<file path="src/rtl/spu_wb_arbiter.sv">
// spu_wb_arbiter: writeback-side arbiter for the SPU register file.
// Buffers even/odd pipe results in per-pipe FIFOs, drains them onto the single
// register-file write port with round-robin on ties, and keeps a per-register
// busy scoreboard for issue-stage RAW/WAW hazard detection.
// Optional feature macro: WB_FWD_EN (adds forwarding-hit outputs and lets a
// forward hit mask the busy bit of the matching source operand).
module spu_wb_arbiter #(
  parameter int unsigned WIDTH   = 128,
  parameter int unsigned REGBITS = 7,
  parameter int unsigned DEPTH   = 4
) (
  input  logic               clk,
  input  logic               rst_n,
  input  logic               ev_valid,
  output logic               ev_ready,
  input  logic [REGBITS-1:0] ev_rt,
  input  logic [WIDTH-1:0]   ev_wd,
  input  logic               od_valid,
  output logic               od_ready,
  input  logic [REGBITS-1:0] od_rt,
  input  logic [WIDTH-1:0]   od_wd,
  input  logic               iss_valid,
  input  logic [REGBITS-1:0] iss_rt,
  input  logic [REGBITS-1:0] q_ra1,
  input  logic [REGBITS-1:0] q_ra2,
  input  logic [REGBITS-1:0] q_rt,
  output logic               hazard,
  output logic               regwrite,
  output logic [REGBITS-1:0] wa,
  output logic [WIDTH-1:0]   wd,
  output logic               wb_err
`ifdef WB_FWD_EN
  ,
  output logic               fwd1_hit,
  output logic               fwd2_hit,
  output logic [WIDTH-1:0]   fwd_data
`endif
);

  localparam int unsigned AW   = $clog2(DEPTH);
  localparam int unsigned PW   = AW + 1;
  localparam int unsigned NREG = 1 << REGBITS;
  localparam logic [PW-1:0] PtrOne = {{(PW-1){1'b0}}, 1'b1};

  typedef enum logic {GntEven, GntOdd} grant_e;

  // FIFO storage and pointers (extra MSB distinguishes full from empty)
  logic [REGBITS-1:0] ev_rt_mem [DEPTH];
  logic [WIDTH-1:0]   ev_wd_mem [DEPTH];
  logic [REGBITS-1:0] od_rt_mem [DEPTH];
  logic [WIDTH-1:0]   od_wd_mem [DEPTH];
  logic [PW-1:0]      ev_wptr_q, ev_rptr_q, od_wptr_q, od_rptr_q;

  logic ev_full, ev_empty, od_full, od_empty;
  logic ev_push, od_push, ev_pop, od_pop, pop_valid;
  logic [REGBITS-1:0] pop_rt;
  logic [WIDTH-1:0]   pop_wd;

  grant_e            last_grant_q, last_grant_d;
  logic [NREG-1:0]   busy_q, busy_d;
  logic              wb_err_q, wb_err_d;
  logic              regwrite_q;
  logic [REGBITS-1:0] wa_q;
  logic [WIDTH-1:0]   wd_q;

  assign ev_full  = (ev_wptr_q[PW-1] != ev_rptr_q[PW-1]) &&
                    (ev_wptr_q[AW-1:0] == ev_rptr_q[AW-1:0]);
  assign od_full  = (od_wptr_q[PW-1] != od_rptr_q[PW-1]) &&
                    (od_wptr_q[AW-1:0] == od_rptr_q[AW-1:0]);
  assign ev_empty = (ev_wptr_q == ev_rptr_q);
  assign od_empty = (od_wptr_q == od_rptr_q);

  assign ev_ready = ~ev_full;
  assign od_ready = ~od_full;
  assign ev_push  = ev_valid & ~ev_full;
  assign od_push  = od_valid & ~od_full;

  // Entry storage: data needs no reset, emptiness is tracked by the pointers
  always_ff @(posedge clk) begin
    if (ev_push) begin
      ev_rt_mem[ev_wptr_q[AW-1:0]] <= ev_rt;
      ev_wd_mem[ev_wptr_q[AW-1:0]] <= ev_wd;
    end
    if (od_push) begin
      od_rt_mem[od_wptr_q[AW-1:0]] <= od_rt;
      od_wd_mem[od_wptr_q[AW-1:0]] <= od_wd;
    end
  end

  // FIFO pointer registers
  always_ff @(posedge clk or negedge rst_n) begin
    if (!rst_n) begin
      ev_wptr_q <= '0;
      ev_rptr_q <= '0;
      od_wptr_q <= '0;
      od_rptr_q <= '0;
    end else begin
      if (ev_push) ev_wptr_q <= ev_wptr_q + PtrOne;
      if (ev_pop)  ev_rptr_q <= ev_rptr_q + PtrOne;
      if (od_push) od_wptr_q <= od_wptr_q + PtrOne;
      if (od_pop)  od_rptr_q <= od_rptr_q + PtrOne;
    end
  end

  // Arbitration on pre-push FIFO state; the grant pointer only moves on a tie
  always_comb begin
    ev_pop       = 1'b0;
    od_pop       = 1'b0;
    last_grant_d = last_grant_q;
    if (!ev_empty && !od_empty) begin
      if (last_grant_q == GntOdd) begin
        ev_pop       = 1'b1;
        last_grant_d = GntEven;
      end else begin
        od_pop       = 1'b1;
        last_grant_d = GntOdd;
      end
    end else if (!ev_empty) begin
      ev_pop = 1'b1;
    end else if (!od_empty) begin
      od_pop = 1'b1;
    end
  end

  assign pop_valid = ev_pop | od_pop;
  assign pop_rt    = ev_pop ? ev_rt_mem[ev_rptr_q[AW-1:0]] : od_rt_mem[od_rptr_q[AW-1:0]];
  assign pop_wd    = ev_pop ? ev_wd_mem[ev_rptr_q[AW-1:0]] : od_wd_mem[od_rptr_q[AW-1:0]];

  // Scoreboard update: clear on writeback first, so a same-edge issue set wins
  always_comb begin
    busy_d   = busy_q;
    wb_err_d = wb_err_q;
    if (pop_valid) begin
      if (!busy_q[pop_rt]) wb_err_d = 1'b1;
      busy_d[pop_rt] = 1'b0;
    end
    if (iss_valid) busy_d[iss_rt] = 1'b1;
  end

  // Scoreboard, grant pointer and registered write port
  always_ff @(posedge clk or negedge rst_n) begin
    if (!rst_n) begin
      busy_q       <= '0;
      wb_err_q     <= 1'b0;
      last_grant_q <= GntOdd;
      regwrite_q   <= 1'b0;
      wa_q         <= '0;
      wd_q         <= '0;
    end else begin
      busy_q       <= busy_d;
      wb_err_q     <= wb_err_d;
      last_grant_q <= last_grant_d;
      regwrite_q   <= pop_valid;
      if (pop_valid) begin
        wa_q <= pop_rt;
        wd_q <= pop_wd;
      end
    end
  end

  assign regwrite = regwrite_q;
  assign wa       = wa_q;
  assign wd       = wd_q;
  assign wb_err   = wb_err_q;

`ifdef WB_FWD_EN
  assign fwd1_hit = regwrite_q && (wa_q == q_ra1);
  assign fwd2_hit = regwrite_q && (wa_q == q_ra2);
  assign fwd_data = wd_q;
  // A source being written this cycle can take the forwarded value instead
  assign hazard   = (busy_q[q_ra1] & ~fwd1_hit) | (busy_q[q_ra2] & ~fwd2_hit) | busy_q[q_rt];
`else
  assign hazard   = busy_q[q_ra1] | busy_q[q_ra2] | busy_q[q_rt];
`endif

endmodule

</file>
<file path="config.mk">
export PLATFORM = sky130hd
export DESIGN_NAME = spu_wb_arbiter
export DESIGN_NICKNAME = d
export VERILOG_FILES = /design/src/rtl/spu_wb_arbiter.sv
export SDC_FILE = /design/constraint.sdc
export NUM_CORES = 2
export LEC_CHECK = 0
export ABC_AREA = 1
export CAP_MARGIN = 10
export CORE_MARGIN = 3
export CORE_UTILIZATION = 41
export DETAILED_ROUTE_END_ITERATION = 8
export SLEW_MARGIN = 20
export SYNTH_ARGS = -nofsm -noshare
export SYNTH_HDL_FRONTEND = slang
export SYNTH_SLANG_ARGS = --single-unit
export TNS_END_PERCENT = 5
</file>
<file path="constraint.sdc">
create_clock -name clk -period 16.5 [get_ports clk]
set_clock_uncertainty 0.05 [all_clocks]
set_input_delay 3.3 -clock clk [delete_from_list [all_inputs] [get_ports clk]]
set_output_delay 3.3 -clock clk [all_outputs]
set_load 0.02 [all_outputs]
</file>
-- Yosys cells after proc, flatten, opt, wreduce, memory -nomap -nowiden
Memory sizes are Yosys's and may differ from the RTL's.
Index checks and enable logic that the tools add are counted.
Widths: inputs -> output; s select.
- output and inout port bits: 140
- memories kept: 4
- register bits after elaboration: 278
- latch bits: 0
- ROM bits: 0
- memory bits (writable): 1080
- memories (name ; depth ; bits a word ; rd ports ; clocked after Yosys merged registers in ; wr ports ; line ; RTL):
    ev_wd_mem ; 4 ; 128 ; 1 ; 0 ; 1 ; 49 ; logic [WIDTH-1:0] ev_wd_mem [DEPTH];
    od_wd_mem ; 4 ; 128 ; 1 ; 0 ; 1 ; 51 ; logic [WIDTH-1:0] od_wd_mem [DEPTH];
    ev_rt_mem ; 4 ; 7 ; 1 ; 0 ; 1 ; 48 ; logic [REGBITS-1:0] ev_rt_mem [DEPTH];
    od_rt_mem ; 4 ; 7 ; 1 ; 0 ; 1 ; 50 ; logic [REGBITS-1:0] od_rt_mem [DEPTH];
- add/subtract/negate cells: 4
- bitwise gates (word level): 11
- shifts and indexed selects: 0
- order comparisons: 7
- multiplexer cells: 27
- div/mod/pow operators: 0
- equality and inequality tests: 6
- multipliers: 0
- reductions and logical operators: 8
- operator list (kind ; number):
    $mux 128 ; 3
    $and 128x128->128 ; 1
    $not 128->128 ; 1
    $or 128x128->128 ; 1
    $lt 7x8->1 const B ; 5
    $bmux 1 s7 ; 4
    $mux 1 ; 17
    $demux 1 s7 ; 2
    $ge 7x1->1 const B ; 2
    $add 3x1->3 const B ; 4
    $mux 7 ; 1
    $eq 3x3->1 ; 2
    $logic_and 1x1->1 ; 5
    $eq 2x2->1 ; 2
    $not 1->1 ; 3
    $or 1x1->1 ; 3
    $and 1x1->1 ; 2
    $logic_not 1->1 ; 2
    $ne 1x1->1 ; 2
    $reduce_and 2->1 ; 1

-- Depth between registers and ports, before layout
- depth after elaboration: 14
- gate-level depth with buffers: 25
- depth with buffers taken out: 22

-- Worst setup path before layout
No wires, ideal clock.
- kind: input to register
- start point: input ev_valid
- end point: memory ev_rt_mem[3][0] (enable)
- setup time: 0.634 ns
- setup slack: 6.684 ns
- arrival: 9.132 ns
- cell stages on the path: 2
- required time: 15.816 ns
- path buffers: 0
- cells stage by stage: nand2_1 nor2_1
- cells in the longest elaborated chain, start to end: 3
- RTL lines (what ; line ; RTL):
    start, declared ; 14 ; input logic ev_valid,
    $and 1x1->1 ; 75 ; assign ev_push = ev_valid & ~ev_full;
    $mux 1 ; 80 ; if (ev_push) begin
    $mux 1 (implied by the code) ; 81 ; ev_rt_mem[ev_wptr_q[AW-1:0]] <= ev_rt;
    end, declared ; 48 ;
Every way passes these cells.

-- Final worst setup path
- start point: input q_rt[0]
- end point: output hazard
- cells in the longest elaborated chain, start to end: 3
- RTL lines (what ; line ; RTL):
    start, declared ; 26 ; input logic [REGBITS-1:0] q_rt,
    $bmux 1 s7 ; 173 ; assign hazard = busy_q[q_ra1] | busy_q[q_ra2] | busy_q[q_rt];
    $mux 1 (implied by the code) ; 173 ;
    $or 1x1->1 ; 173 ;
    end, declared ; 27 ; output logic hazard,
Every way passes these cells. The select of a mux whose other input is x is not followed.

==> metrics <==
status completed; clock latency at the later pin of the worst-skew pair roughly 0.8 ns; CP max stage delay between 0.6 and 0.7 ns; nets@finish between 5,000 and 6,000; Yosys warning count 0; prevailing post-synth register cell edfxtp_1; TNS Setup 0 ns; post-synthesis mux area share 0.000178; Worst path depth 14; DR WL/cell roughly 25 µm; Synth Area in XOR/XNOR 0.00155; post-synthesis cell count just under 5,000; CP Data Arrival Time a little under 7 ns; Total Power 13.8 mW; Compound-Gate Fraction of Synth Area 0.171; syn_nets 5,253; fin crit period approximately 10 ns; critical path class input pin to output pin; R2R Path End busy_q[94]; clk buf depth 3; Hold WC Path Type flop to flop; end of the critical path hazard; setup violators final 0; Core Area between 100,000 and 150,000 µm²; maximum fanout along the worst path a little under 80; #FFs+latches synth between 1,000 and 1,500; clk sinks 1,358; placed cell area between 60,000 and 70,000 µm²; first-pass iteration count of the detailed router 6; number of enable flip-flop cells after synthesis between 1,000 and 1,500; clock slew at reported path FFs approximately 0.050 ns; Crit path max-delay family buffers and inverters; max_slew headroom 0.217; final hold violations 0; largest net degree at the start of global routing approximately 190; Worst Path Required about 13 ns; pwr dens between 200 and 250 nW/µm²; CTS Hold Buffers Added 0; Crit. End Element output pin; Worst Path Buf+Inv 5; Mapped Avg Cell Area 11.4 µm²; ratio of cells with drive above 1 in the final layout 0.0617; clock root buffer master clkbuf_16; Final Slew Violations 0; vias slightly above 40,000; maxcap violations 0; initial antenna violation count 61; Synth Area in Simple Gates 0.0909; IO Pins 443; dpl hpwl 102,000 µm; most frequent CP cell a21oi_1; total grt overflow 0; TritonCTS Buffers roughly 150; CP cell instances clkdlybuf4s50_1, buf_4, clkinv_1, buf_4, o21ai_0, a21oi_1, a21oi_1, nor2_1, o311ai_0, nand3_1, nand2_1, a21oi_1, nand3_1, clkdlybuf4s50_1; Die H 377 µm; Critical Path Source q_rt[0]; Worst R2R Setup Slack roughly 11 ns; worst vdd ir between 0.2 and 0.25 mV; H-tree depth 4; DR iter-0 viols roughly 4,000; R2R Path Start od_rptr_q[0]; largest family of logic cells by synthesized area compound AO/OA/AOI/OAI gates; Max Clk Rate ~99 MHz; RD Place Congestion slightly below 1; Synth Area in Adders 0.00222; CP Launch Type input pin; first-pass GRT wire length between 200,000 and 300,000 µm; die area approximately 140,000 µm²; Seq/Total Area, Yosys 0.699; Post-CTS Setup Bufs 0; tightest hold margin roughly 0.4 ns; number of nets with antenna violations after routing 0; commonest cells after routing, fill and taps aside o21ai_0 (1,276), edfxtp_1 (1,080), nor2_1 (696); PostCTS Resize Cnt 0; slew at the pin with the worst max-slew slack between 1 and 1.5 ns; most common cell after layout, fill and taps aside o21ai_0; final cycle utilization of the critical path 0.611; Area Overhead vs Synth 19.3%; Post-synth ARST share 0.205; Reg2Reg Depth 11; CTS tree built; vias in the first global route around 40,000; row count roughly 140; fin area about 67,000 µm²; slowest CP cell clkdlybuf4s50_1; Via density about 5.7; Pleak between 20 and 25 nW; RSZ-0062 raised after global routing false; die width 377 µm; drt total wl between 150,000 and 200,000 µm; IO buf count 442; Starting Density 0.414; Total GRT Usage 0.244; Mapped Area 56,300 µm²; DRC viols 0; Distinct cells, synth 43
## sequential cells by signal, summed over array words and instances, names as in the netlist
| name | count |
|---|---|
| busy_q | 128 |
| ev_rptr_q | 3 |
| ev_rt_mem | 28 |
| ev_wd_mem | 512 |
| ev_wptr_q | 3 |
| last_grant_q | 1 |
| od_rptr_q | 3 |
| od_rt_mem | 28 |
| od_wd_mem | 512 |
| od_wptr_q | 3 |
| regwrite | 1 |
| wa | 7 |
| wb_err | 1 |
| wd | 128 |
## worst min-delay path by stage
stage	slack, ns	from	depth (start not counted)	to
after floorplan	0.41	ev_wptr_q[2]	1	ev_wptr_q[2]
after global placement	0.40	wb_err	2	wb_err
after detailed placement	0.40	wb_err	2	wb_err
after CTS	0.41	wb_err	2	wb_err
after global routing	0.45	od_rptr_q[2]	1	od_rptr_q[2]
final	0.41	wb_err	2	wb_err
## per-stage QoR
stage | worst slack, ns | util | cells
2_1_floorplan | 6.68 | - | 4940
3_3_place_gp | 6.50 | 0.457 | 6874
3_5_place_dp | 6.50 | 0.457 | 6874
4_1_cts | 6.49 | 0.494 | 7147
5_1_grt | 6.19 | 0.494 | 7165
6_report | 6.41 | 0.494 | 7181
## Yosys cell counts, types with 2 or more instances
library cell / count / area (µm²)
o21ai_0: 1276 / 6390
edfxtp_1: 1080 / 32400
nor2_1: 705 / 2650
nand2_1: 527 / 1980
clkbuf_1: 296 / 1110
dfrtp_1: 277 / 6930
o22ai_1: 163 / 1020
o221ai_1: 145 / 1270
inv_1: 131 / 492
a21oi_1: 95 / 475
nand3_1: 65 / 325
buf_2: 26 / 130
o21ai_1: 23 / 115
o211ai_1: 18 / 135
buf_1: 14 / 52.6
nor3_1: 12 / 60.1
a221oi_1: 10 / 87.6
ha_1: 10 / 125
xor2_1: 9 / 78.8
buf_6: 8 / 90.1
inv_2: 8 / 30.0
nand2_2: 6 / 37.5
o31ai_1: 4 / 30.0
o32ai_1: 4 / 35.0
buf_4: 3 / 22.5
nor2_2: 3 / 18.8
a211oi_1: 2 / 15.0
a32o_1: 2 / 20.0
o21ai_2: 2 / 17.5
o311ai_0: 2 / 17.5
or2_2: 2 / 12.5
## logic make-up after synthesis
family | count (synthesis)
DFF | 1358
buffers and inverters | 488
adders and majority gates | 10
xor gates and xnor gates | 10
AOI/OAI and AO/OA | 1749
muxes | 1
and+or+nand+nor | 1324
## per-layer routing
metal,routed length [µm],global-route usage,vias to the layer above
met5,287,0,-
met3,14500,0.0594,342
met4,5910,0.0928,40
met2,83800,0.395,1599
li1,-,-,18659
met1,71800,0.319,20506
## report_power, final
group          switching, mW  internal, mW  total (mW)
Clock                   1.38          1.95        3.33
Sequential             0.534          4.70        5.23
Combinational           3.75          1.53        5.28
Total                   5.66          8.17        13.8
## worst register-to-register path: cells and delay by family (launching register included)
family	cells	cell delay (ns)
simple gates	6	2.52
buf+inv	2	1.05
compound gates	3	0.77
flops	1	0.73
## cell type report
type / instances / area (µm²)
flip-flops and latches: 1358 / 39400
inverters: 140 / 546
repair buffers: 501 / 4920
clock buffers: 203 / 4140
fillers: 11830 / 68800
multi-input cells: 3094 / 15100
clock inverters: 70 / 810
well taps: 1781 / 2230
diodes: 34 / 85.1
Note: power is estimated with default switching activity, not from simulation.
